`src/rtl/masked_lane_accumulator.sv`:
```
// Masked lane accumulator: adds the masked lanes of a latched word, one lane per clock.
// Reports sum, lane count and sticky carry through a start/busy/done handshake.
module masked_lane_accumulator #(
  parameter int LANE_W = 8,
  parameter int LANES  = 8,
  parameter int ACC_W  = 8,
  parameter bit SAT_EN = 1'b0
) (
  input  logic                         clk,
  input  logic                         rst_n,
  input  logic                         start,
  input  logic [LANES*LANE_W-1:0]      data,
  input  logic [LANES-1:0]             mask,
  output logic                         busy,
  output logic                         done,
  output logic [ACC_W-1:0]             result,
  output logic [$clog2(LANES+1)-1:0]   count,
  output logic                         overflow
);

  localparam int CW = $clog2(LANES + 1);
  localparam int IW = (LANES > 1) ? $clog2(LANES) : 1;
  localparam int SW = ACC_W + 1;
  localparam logic [IW-1:0] LAST = IW'(LANES - 1);

  typedef enum logic {
    S_IDLE,
    S_RUN
  } state_t;

  state_t                    r_state;
  state_t                    w_state_nx;
  logic                      w_accept;
  logic                      w_last;

  logic [LANES*LANE_W-1:0]   r_data;
  logic [LANES-1:0]          r_mask;
  logic [ACC_W-1:0]          r_acc;
  logic [IW-1:0]             r_idx;
  logic [CW-1:0]             r_cnt;
  logic                      r_ovf;
  logic                      r_done;
  logic [ACC_W-1:0]          r_result;
  logic [CW-1:0]             r_count;
  logic                      r_overflow;

  logic [LANE_W-1:0]         w_lane;
  logic [SW-1:0]             w_sum;
  logic                      w_carry;
  logic [ACC_W-1:0]          w_acc_nx;
  logic [CW-1:0]             w_cnt_nx;
  logic                      w_ovf_nx;

  always_comb begin
    w_state_nx = r_state;
    w_accept   = 1'b0;
    w_last     = 1'b0;
    case (r_state)
      S_IDLE: begin
        if (start) begin
          w_state_nx = S_RUN;
          w_accept   = 1'b1;
        end
      end
      S_RUN: begin
        if (r_idx == LAST) begin
          w_state_nx = S_IDLE;
          w_last     = 1'b1;
        end
      end
      default: w_state_nx = S_IDLE;
    endcase
  end

  // Operands shift down each step, so the current lane is always lane 0
  assign w_lane  = r_data[LANE_W-1:0];
  assign w_sum   = {1'b0, r_acc} + SW'(w_lane);
  assign w_carry = w_sum[ACC_W];

  always_comb begin
    w_acc_nx = r_acc;
    w_cnt_nx = r_cnt;
    w_ovf_nx = r_ovf;
    if (r_mask[0]) begin
      w_acc_nx = (SAT_EN && w_carry) ? '1 : w_sum[ACC_W-1:0];
      w_cnt_nx = r_cnt + CW'(1);
      w_ovf_nx = r_ovf | w_carry;
    end
  end

  always_ff @(posedge clk) begin
    if (!rst_n) begin
      r_state    <= S_IDLE;
      r_data     <= '0;
      r_mask     <= '0;
      r_acc      <= '0;
      r_idx      <= '0;
      r_cnt      <= '0;
      r_ovf      <= 1'b0;
      r_done     <= 1'b0;
      r_result   <= '0;
      r_count    <= '0;
      r_overflow <= 1'b0;
    end else begin
      r_state <= w_state_nx;
      r_done  <= w_last;
      if (w_accept) begin
        r_data <= data;
        r_mask <= mask;
        r_acc  <= '0;
        r_idx  <= '0;
        r_cnt  <= '0;
        r_ovf  <= 1'b0;
      end else if (r_state == S_RUN) begin
        r_data <= r_data >> LANE_W;
        r_mask <= r_mask >> 1;
        r_acc  <= w_acc_nx;
        r_cnt  <= w_cnt_nx;
        r_ovf  <= w_ovf_nx;
        r_idx  <= r_idx + IW'(1);
      end
      if (w_last) begin
        r_result   <= w_acc_nx;
        r_count    <= w_cnt_nx;
        r_overflow <= w_ovf_nx;
      end
    end
  end

  assign busy     = (r_state == S_RUN);
  assign done     = r_done;
  assign result   = r_result;
  assign count    = r_count;
  assign overflow = r_overflow;

endmodule

```
`config.mk`:
```
export PLATFORM = sky130hd
export DESIGN_NAME = masked_lane_accumulator
export DESIGN_NICKNAME = d
export VERILOG_FILES = /design/src/rtl/masked_lane_accumulator.sv
export SDC_FILE = /design/constraint.sdc
export NUM_CORES = 1
export LEC_CHECK = 0
export CORE_ASPECT_RATIO = 1.5
export CORE_MARGIN = 3
export CORE_UTILIZATION = 25
export DETAILED_ROUTE_END_ITERATION = 8
export SYNTH_ARGS = -nofsm -noshare
export SYNTH_HDL_FRONTEND = slang
export SYNTH_SLANG_ARGS = --single-unit
```
`constraint.sdc`:
```
create_clock -name clk -period 5.2 [get_ports clk]
set_input_delay 1.04 -clock clk [delete_from_list [all_inputs] [get_ports clk]]
set_output_delay 1.04 -clock clk [all_outputs]
set_load 0.02 [all_outputs]
```
==> results of run 1 <==
[metrics by stage]
stage                     cell area (µm²)  total power [W]  hold slack [ps]  instances
final                                6150          0.00173              460        870
after global routing                 6150          0.00181              494        870
after CTS                            6150          0.00175              465        870
after detailed placement             5870          0.00108              453        854
after global placement               5870          0.00108              437        854
after floorplan                      4810         0.000993              444        546
[registers in the layout, summed over array words and instances (netlist names)]
name,cells
r_mask,8
busy,1
count,4
r_idx,3
done,1
r_acc,8
result,8
r_data,64
r_cnt,4
overflow,1
r_ovf,1
[final cells by class]
| class | count | area (µm²) |
|---|---|---|
| Fill cell | 1960 | 12500 |
| Multi-Input combinational cell | 399 | 2550 |
| Sequential cell | 103 | 2070 |
| Timing Repair Buffer | 93 | 913 |
| Tap cell | 252 | 315 |
| Clock buffer | 10 | 229 |
| Clock inverter | 6 | 53.8 |
| Inverter | 7 | 26.3 |
[layout by cell type (no fill, tap or decap), types with 4 or more instances in the layout]
| cell | Yosys | layout |
|---|---|---|
| sky130_fd_sc_hd__dfxtp_1 | 103 | 102 |
| sky130_fd_sc_hd__nand2_1 | 90 | 90 |
| sky130_fd_sc_hd__clkdlybuf4s50_1 | 0 | 87 |
| sky130_fd_sc_hd__mux2i_1 | 77 | 77 |
| sky130_fd_sc_hd__o21ai_0 | 75 | 75 |
| sky130_fd_sc_hd__and2_1 | 64 | 64 |
| sky130_fd_sc_hd__nor2_1 | 22 | 22 |
| sky130_fd_sc_hd__ha_1 | 11 | 11 |
| sky130_fd_sc_hd__a21oi_1 | 9 | 9 |
| sky130_fd_sc_hd__clkbuf_16 | 0 | 9 |
| sky130_fd_sc_hd__inv_1 | 6 | 6 |
| sky130_fd_sc_hd__xor2_1 | 6 | 6 |
| sky130_fd_sc_hd__nand3_1 | 5 | 5 |
| sky130_fd_sc_hd__xnor2_1 | 5 | 5 |
| sky130_fd_sc_hd__buf_4 | 3 | 5 |
| sky130_fd_sc_hd__a211oi_1 | 4 | 4 |
[logic make-up (layout without fill, tap and decap cells)]
kind of cell	Yosys count	in the layout	share of synthesized area
adder cells (fa/ha/maj)	12	12	0.0328
XOR/XNOR	11	11	0.0200
AND/OR/NAND/NOR	190	190	0.189
buffers and inverters	44	116	0.0411
AO/OA/AOI/OAI	109	109	0.128
flip-flops	103	103	0.429
multiplexers	77	77	0.160
[per-layer routing]
layer | part of all wire | vias to the layer above | GRT usage
li1 | - | 1986 | -
met5 | 0 | - | 0
met4 | 0.023 | 0 | 0.0527
met1 | 0.46 | 1678 | 0.140
met3 | 0.039 | 16 | 0.0232
met2 | 0.48 | 82 | 0.189
[worst max-delay path by stage]
stage / from / endpoint / slack [ps] / cells after the start
3_3_place_gp: rst_n / result[2] / 2330 / 6
2_1_floorplan: start / r_data[10] / 3180 / 5
3_5_place_dp: rst_n / count[3] / 2300 / 6
5_1_grt: busy / result[7] / 2190 / 4
4_1_cts: busy / busy / 2370 / 1
6_report: busy / busy / 2400 / 1
[where the power goes]
group	switching, W	internal (W)	total, W	leakage (nW)
clock	0.000332	0.000334	0.000666	0.136
sequential	0.0000304	0.000824	0.000855	0.842
combinational	0.0000908	0.000115	0.000206	1.42
total	0.000453	0.00127	0.00173	2.40
==> impl.org, run 1 <==
** Status
- Run status :: complete, no violations

** STA
- Setup repair after global routing missed its margin :: false
- For the final database, setup skew stands at between 10 and 15 ps.
- Setup TNS :: 0 ps
- In the post-route analysis, the smallest setup slack over all paths is 2400 ps.
- Derived from the worst setup path, the maximum achievable clock frequency is approximately 0.36 GHz.
- Least-Margin Pin Slew :: approximately 760 ps
- The final count of hold timing violations came to 0.
- The worst pin sits at a relative slew slack of 0.491.
- Of the available clock period, the critical path in the final layout requires 0.538.
- Setup violations remaining at the end of the flow were counted as 0.
- Shortest clock period the worst path allows after layout :: roughly 2800 ps
- Number of pins with negative max-slew slack in the final report :: 0

** Worst setup path
- Startpoint of the worst-slack reg-to-reg timing path :: busy
- The setup path with the least slack is of type reg2out.
- Walking the worst path, the cells encountered are clkdlybuf4s50_1.
- Data on the critical path arrives at its endpoint at approximately 1800 ps.
- The kind of cell with the highest combined delay along the critical path is buffers and inverters.
- Setup slack on the worst reg-to-reg path comes out at between 2000 and 2500 ps.
- Sort of element at the start of the critical path :: register
- CP max stage cell :: sky130_fd_sc_hd__clkdlybuf4s50_1
- Delay of the slowest cell on the worst path :: 700 ps
- Counting cells, the worst reg-to-reg path comes to 4.
- Buffers plus inverters on the worst setup path :: 1
- Along the worst path, the maximum fanout reaches between 50 and 60.
- Type of element capturing the critical path :: output port
- STA puts the critical path data required time at about 4200 ps.
- The endpoint identified for the worst register-to-register timing path is result[7].

** Yosys
- For this run, asynchronously set or reset flops after synthesis account for 0.
- #FFs+latches synth :: between 100 and 150
- Top cell type's share of synthesized area :: 0.429
- Most instantiated library cell after synthesis :: sky130_fd_sc_hd__dfxtp_1
- Of the synthesized area, sequential elements account for 0.429.
- Synthesized area divided by synthesized cell count :: just under 9 µm²
- sky130_fd_sc_hd__dfxtp_1 takes more of the synthesized area than any other cell.
- Synthesis instantiated 39 different standard cells from the library.
- In this run, synthesis inferred 0 flip-flops with an integrated enable.
- In the synthesized netlist the dominant register cell turns out to be sky130_fd_sc_hd__dfxtp_1.
- Counting every net in the synthesized netlist gives 633.
- Post-synth top cells :: sky130_fd_sc_hd__dfxtp_1 (103), sky130_fd_sc_hd__nand2_1 (90), sky130_fd_sc_hd__mux2i_1 (77)
- Count of yosys warnings during synthesis :: 0
- By area the synthesized netlist is led by sky130_fd_sc_hd__dfxtp_1 (43%), sky130_fd_sc_hd__mux2i_1 (16%), sky130_fd_sc_hd__and2_1 (8.3%), sky130_fd_sc_hd__o21ai_0 (7.8%), sky130_fd_sc_hd__nand2_1 (7.0%).
- Mapped Cells :: approximately 550
- Summing every instance area after synthesis gives a little under 5000 µm².

** Clock tree
- TritonCTS built the clock tree.
- Clock Path Buffers :: 2
- Post-CTS repair changed the size of 0 cells.
- The H-tree was split into 3 levels.
- Clock edge transition at the registers on the reported setup and hold paths :: about 80 ps
- Hold-fix buffer count after cts :: 0
- Root cell of the clock tree :: sky130_fd_sc_hd__clkbuf_16
- The number of clock buffers added by TritonCTS is 9.
- Post-CTS timing repair inserted 0 buffers for setup.
- The clock reaches the later pin of the worst-skew pair after about 350 ps.
- For this design, the sink count on the clock tree is slightly above 100.

** Place
- Port Buffer Count :: 89
- GP Congestion :: between 0.7 and 0.8
- Placement-stage worst setup slack :: ~2300 ps
- Final HPWL DP :: about 8300 µm

** Drt
- DRC Markers :: 0
- In this run the remaining antenna-violating nets after routing total 0.
- In this run, the number of DRC markers left after iteration 0 of detailed routing was 232.
- The routed layout has roughly 3800 vias.
- First-pass DRT Iterations :: 4
- Dividing the detail-routed via count by the number of cells gives 4.32.
- In the final routed layout, each cell accounts on average for 13.6 µm.
- Final routed wirelength across all metal layers :: around 12000 µm

** Min path
- Worst hold path class :: reg2reg
- The path with the worst hold slack has its endpoint at count[0].
- The worst hold path was traced through 2 stages.
- HP Start :: count[0]

** Floorplanning
- In this run the horizontal extent of the chip is around 120 µm.
- 90 I/O pins were placed.
- Die area :: 21000 µm²
- The initial utilization of the core area, before any placement, comes to 0.257.
- Die Ht :: 176 µm
- Row generation in the floorplan step produced between 60 and 70 rows.
- The core region is around 19000 µm².

** Run
- Max capacitance violation total :: 0

** GRT
- Total grt overflow :: 0
- Via count of the first global-routing pass :: roughly 3600
- The first global-routing pass estimated roughly 19000 µm of wire.
- Aggregate global-route resource usage :: 0.114
- Entering global routing, the biggest net connects between 80 and 90 pins.
- The initial antenna violation count was 0.

** Cells and area
- Of the cells placed in the final design, the portion with a size suffix greater than 1 is 0.0437.
- 0 antenna diodes ended up in the layout.
- Compared with the post-synthesis result, the final layout area differs by 28.0%.
- For this run, the post-layout net count is 700.
- Once layout is complete, the utilization of the core stands at 0.329.

** Power and ir drop
- Power density relative to cell area :: about 280 nW/µm²
- For this design the static power due to leakage is ~2.4 nW.
- Max VDD drop :: 0.157 mV
Note: power is estimated with default switching activity, not from simulation.
==> run 2: changes to the inputs <==
Clock period 5.2 ns to 2.3 ns, I/O delays scaled along.
==> run 2 against run 1 <==
  * Total power grew 130%
  * Flip-flop and latch count is the same
  * Sequential share of layout area shrank 0.47 points
  * Wire length grew 0.45%
  * Die area is the same
  * Clock power grew 130%
  * Utilization grew 0.46 points
  * Global-route usage grew 0.42 points
  * Clock skew shrank 1.9 ps
  * Largest cell class unchanged
  * Largest power group unchanged
  * Highest routed layer unchanged
==> impl.org, run 2 (synthesized netlist as in run 1, its figures left out) <==
** Clock tree
- The number of sinks handled by clock tree synthesis was 103 (unchanged).
- The H-tree depth was 3 (unchanged).
- Inserted Clock Buffers :: 9 (unchanged)
- Post CTS Setup Buffer Count :: 0 (unchanged)
- The largest buffer count on any clock path is 2 (unchanged).
- The source-to-sink clock delay at the later pin of the worst-skew pair is 350 ps (about the same).
- The cell chosen for the clock root was sky130_fd_sc_hd__clkbuf_16 (unchanged).
- The register clock-pin slew on the reported worst setup and hold paths was 70 ps (was 80 ps).
- Hold-fix buffer count after cts :: 0 (unchanged)
- The clock tree from TritonCTS is built (unchanged).
- The number of instances resized during post-cts repair was 0 (unchanged).

** Cells and area
- The number of inserted filler cells in the final layout was 1953 (was 1960).
- Area occupied by registers :: 2070 µm² (unchanged)
- Nets@finish :: 707 (was 700)
- The layout cell share with drive strength beyond 1 came to 0.0560 (was 0.0437).
- Most frequent standard cell in the layout excluding fill and tap cells :: sky130_fd_sc_hd__dfxtp_1 (unchanged)
- The number of antenna repair diodes is 0 (unchanged).
- Most used cells in the layout excluding fill and tap cells :: sky130_fd_sc_hd__dfxtp_1 (102), sky130_fd_sc_hd__nand2_1 (90), sky130_fd_sc_hd__clkdlybuf4s50_1 (87) (unchanged)
- Multi-input gate area :: 2550 µm² (unchanged)
- The number of flip-flops under the largest register name came to 64 (unchanged).
- The layout overhead on the synthesized area came to 29.8% (was 28.0%).
- The final instance area is 6240 µm² (was 6150 µm²).
- The register ranked first by flip-flop count is r_data (unchanged).

** STA
- Maximum achievable frequency :: about 0.53 GHz
- Shortest clock period the worst path allows after layout :: between 1500 and 2000 ps
- Post-Route Hold Slack :: 461 ps (was 460 ps)
- Least-Margin Pin Slew :: 557 ps (was 764 ps)
- Dividing the final minimum period by the clock period gives 0.826.
- The final setup violation count came to 0 (unchanged).
- The final clock skew came to 9.31 ps (was 11.2 ps).
- The final count of hold timing violations is 0 (unchanged).
- Setup TNS :: 0 ps (unchanged)
- Setup repair after global routing missed its margin :: false (unchanged)
- Normalized max-slew margin :: 0.629 (was 0.491)
- Number of pins with negative max-slew slack in the final report :: 0 (unchanged)

** Drt
- Detailed-route wire length per cell :: 13.6 µm (about the same)
- DRC Markers :: 0 (unchanged)
- The remaining antenna violation count after routing was 0 (unchanged).
- Final routed wirelength across all metal layers :: 11900 µm (was 11800 µm)
- Via count :: 3814 (was 3762)
- The average vias per placed instance was 4.35 (was 4.32).
- The number of DRC violations after detailed-routing iteration 0 is 182 (was 232).
- The count of TritonRoute iterations in the first routing pass was 4 (unchanged).

** Power and ir drop
- The net switching component of the power came to 0.00101 W (was 0.000453 W).
- Max VDD drop :: 0.286 mV (was 0.157 mV)
- The combinational fraction of design power came to 0.127 (was 0.119).
- The internal portion of total power came to 0.00292 W (was 0.00127 W).
- The static leakage was 2.45 nW (was 2.40 nW).
- The sequential share of power was 0.488 (was 0.495).
- Sw frac :: 0.256 (was 0.262)
- The power per unit of standard cell area came to 629 nW/µm² (was 281 nW/µm²).
- Part of the power in the clock network :: 0.385 (was 0.386)

** Floorplanning
- Placement row count :: 61 (unchanged)
- The core area is 18700 µm² (unchanged).
- The number of I/O pins was 90 (unchanged).
- Die Ht :: 176 µm (unchanged)
- Starting density of the core :: 0.257 (unchanged)
- DIE WIDTH :: 119 µm (unchanged)
- Die area :: 21000 µm² (unchanged)

** Min path
- Worst hold path class :: reg2reg (unchanged)
- Hold Crit Depth :: 2 (unchanged)

** Place
- GP Congestion :: 0.776 (was 0.741)
- The half-perimeter wire length of the detailed placement result was 8360 µm (was 8250 µm).
- The count of input and output buffers is 89 (unchanged).
- The cell area reported after detailed placement was 5940 µm² (was 5870 µm²).

** Worst setup path
- Arrival time reported for the critical path endpoint :: 2180 ps (was 1760 ps)
- Path type of the worst setup path :: reg2reg (was reg2out)
- The element type at the critical path end is a register (was output port).
- The number of cell instances on the worst register-to-register path came to 8 (was 4).
- Sort of element at the start of the critical path :: register (unchanged)
- The required time of the critical path is 2580 ps (was 4160 ps).
- The biggest fanout along the worst timing path came to 3 (was 58).

** Run
- The max capacitance violation total came to 0 (unchanged).

** Status
- Run status :: complete, no violations (unchanged)

** GRT
- First-pass GRT wire length :: 19700 µm (was 18700 µm)
- The residual overflow from global routing was 0 (unchanged).
- Aggregate global-route resource usage :: 0.118 (was 0.114)
- The via count of the first global-routing pass was 3797 (was 3607).
- The initial antenna violation count was 0 (unchanged).
- Largest net degree at the start of global routing :: 67 (was 85)
[run 2: cell count changes in the layout (fill, tap and decap cells not counted), sizes merged]
cell      previous run  this run
buf                  6        13
inv                 10         9
clkinvlp             1         2
[run 2: through the flow]
step | power, W | setup slack, ps | std cells | util
after floorplan | 0.00224 | 558 | 546 | -
after global placement | 0.00246 | 469 | 861 | 0.318
after detailed placement | 0.00246 | 427 | 861 | 0.318
after CTS | 0.00400 | 363 | 877 | 0.333
after global routing | 0.00413 | 214 | 877 | 0.333
final | 0.00392 | 399 | 877 | 0.333
[run 2: power by group through the flow]
stage | clock, W | sequential (W) | combinational, W
floorplan | 0 | 0.00194 | 0.000306
global placement | 0 | 0.00196 | 0.000502
detailed placement | 0 | 0.00196 | 0.000506
CTS | 0.00157 | 0.00192 | 0.000508
global route | 0.00164 | 0.00193 | 0.000562
finish | 0.00151 | 0.00192 | 0.000498
[run 2: worst max-delay path, stage by stage (launching register included)]
cell	delay [ps]
sky130_fd_sc_hd__dfxtp_1	350
sky130_fd_sc_hd__ha_1	190
sky130_fd_sc_hd__inv_1	60
sky130_fd_sc_hd__fa_1	400
sky130_fd_sc_hd__or2b_1	260
sky130_fd_sc_hd__a21oi_1	150
sky130_fd_sc_hd__a211oi_1	90
sky130_fd_sc_hd__o21a_1	220
sky130_fd_sc_hd__o21ai_0	130
[run 2: final timing paths]
check / startpoint / to / slack (ps)
worst min register to register: result[1] / result[1] / 460
worst max-delay path: r_acc[0] / overflow / 400
worst max register to register: r_acc[0] / overflow / 400
worst min-delay path: result[1] / result[1] / 460
[run 2: final cells by class]
cell class | count | share of cell area
clock buffer | 10 | 0.0383
clock inverter | 6 | 0.00843
inverter | 7 | 0.00421
multi-input combinational | 399 | 0.408
sequential | 103 | 0.331
tap | 252 | 0.0506
timing repair buffer | 100 | 0.159
[run 2: per-layer routing]
metal	share of wire	vias to the layer above	wire length [µm]	GRT usage
met4	0.014	0	172	0.0420
met1	0.44	1724	5270	0.143
met5	0	-	0	0
li1	-	1995	-	-
met2	0.49	83	5820	0.197
met3	0.053	12	631	0.0348
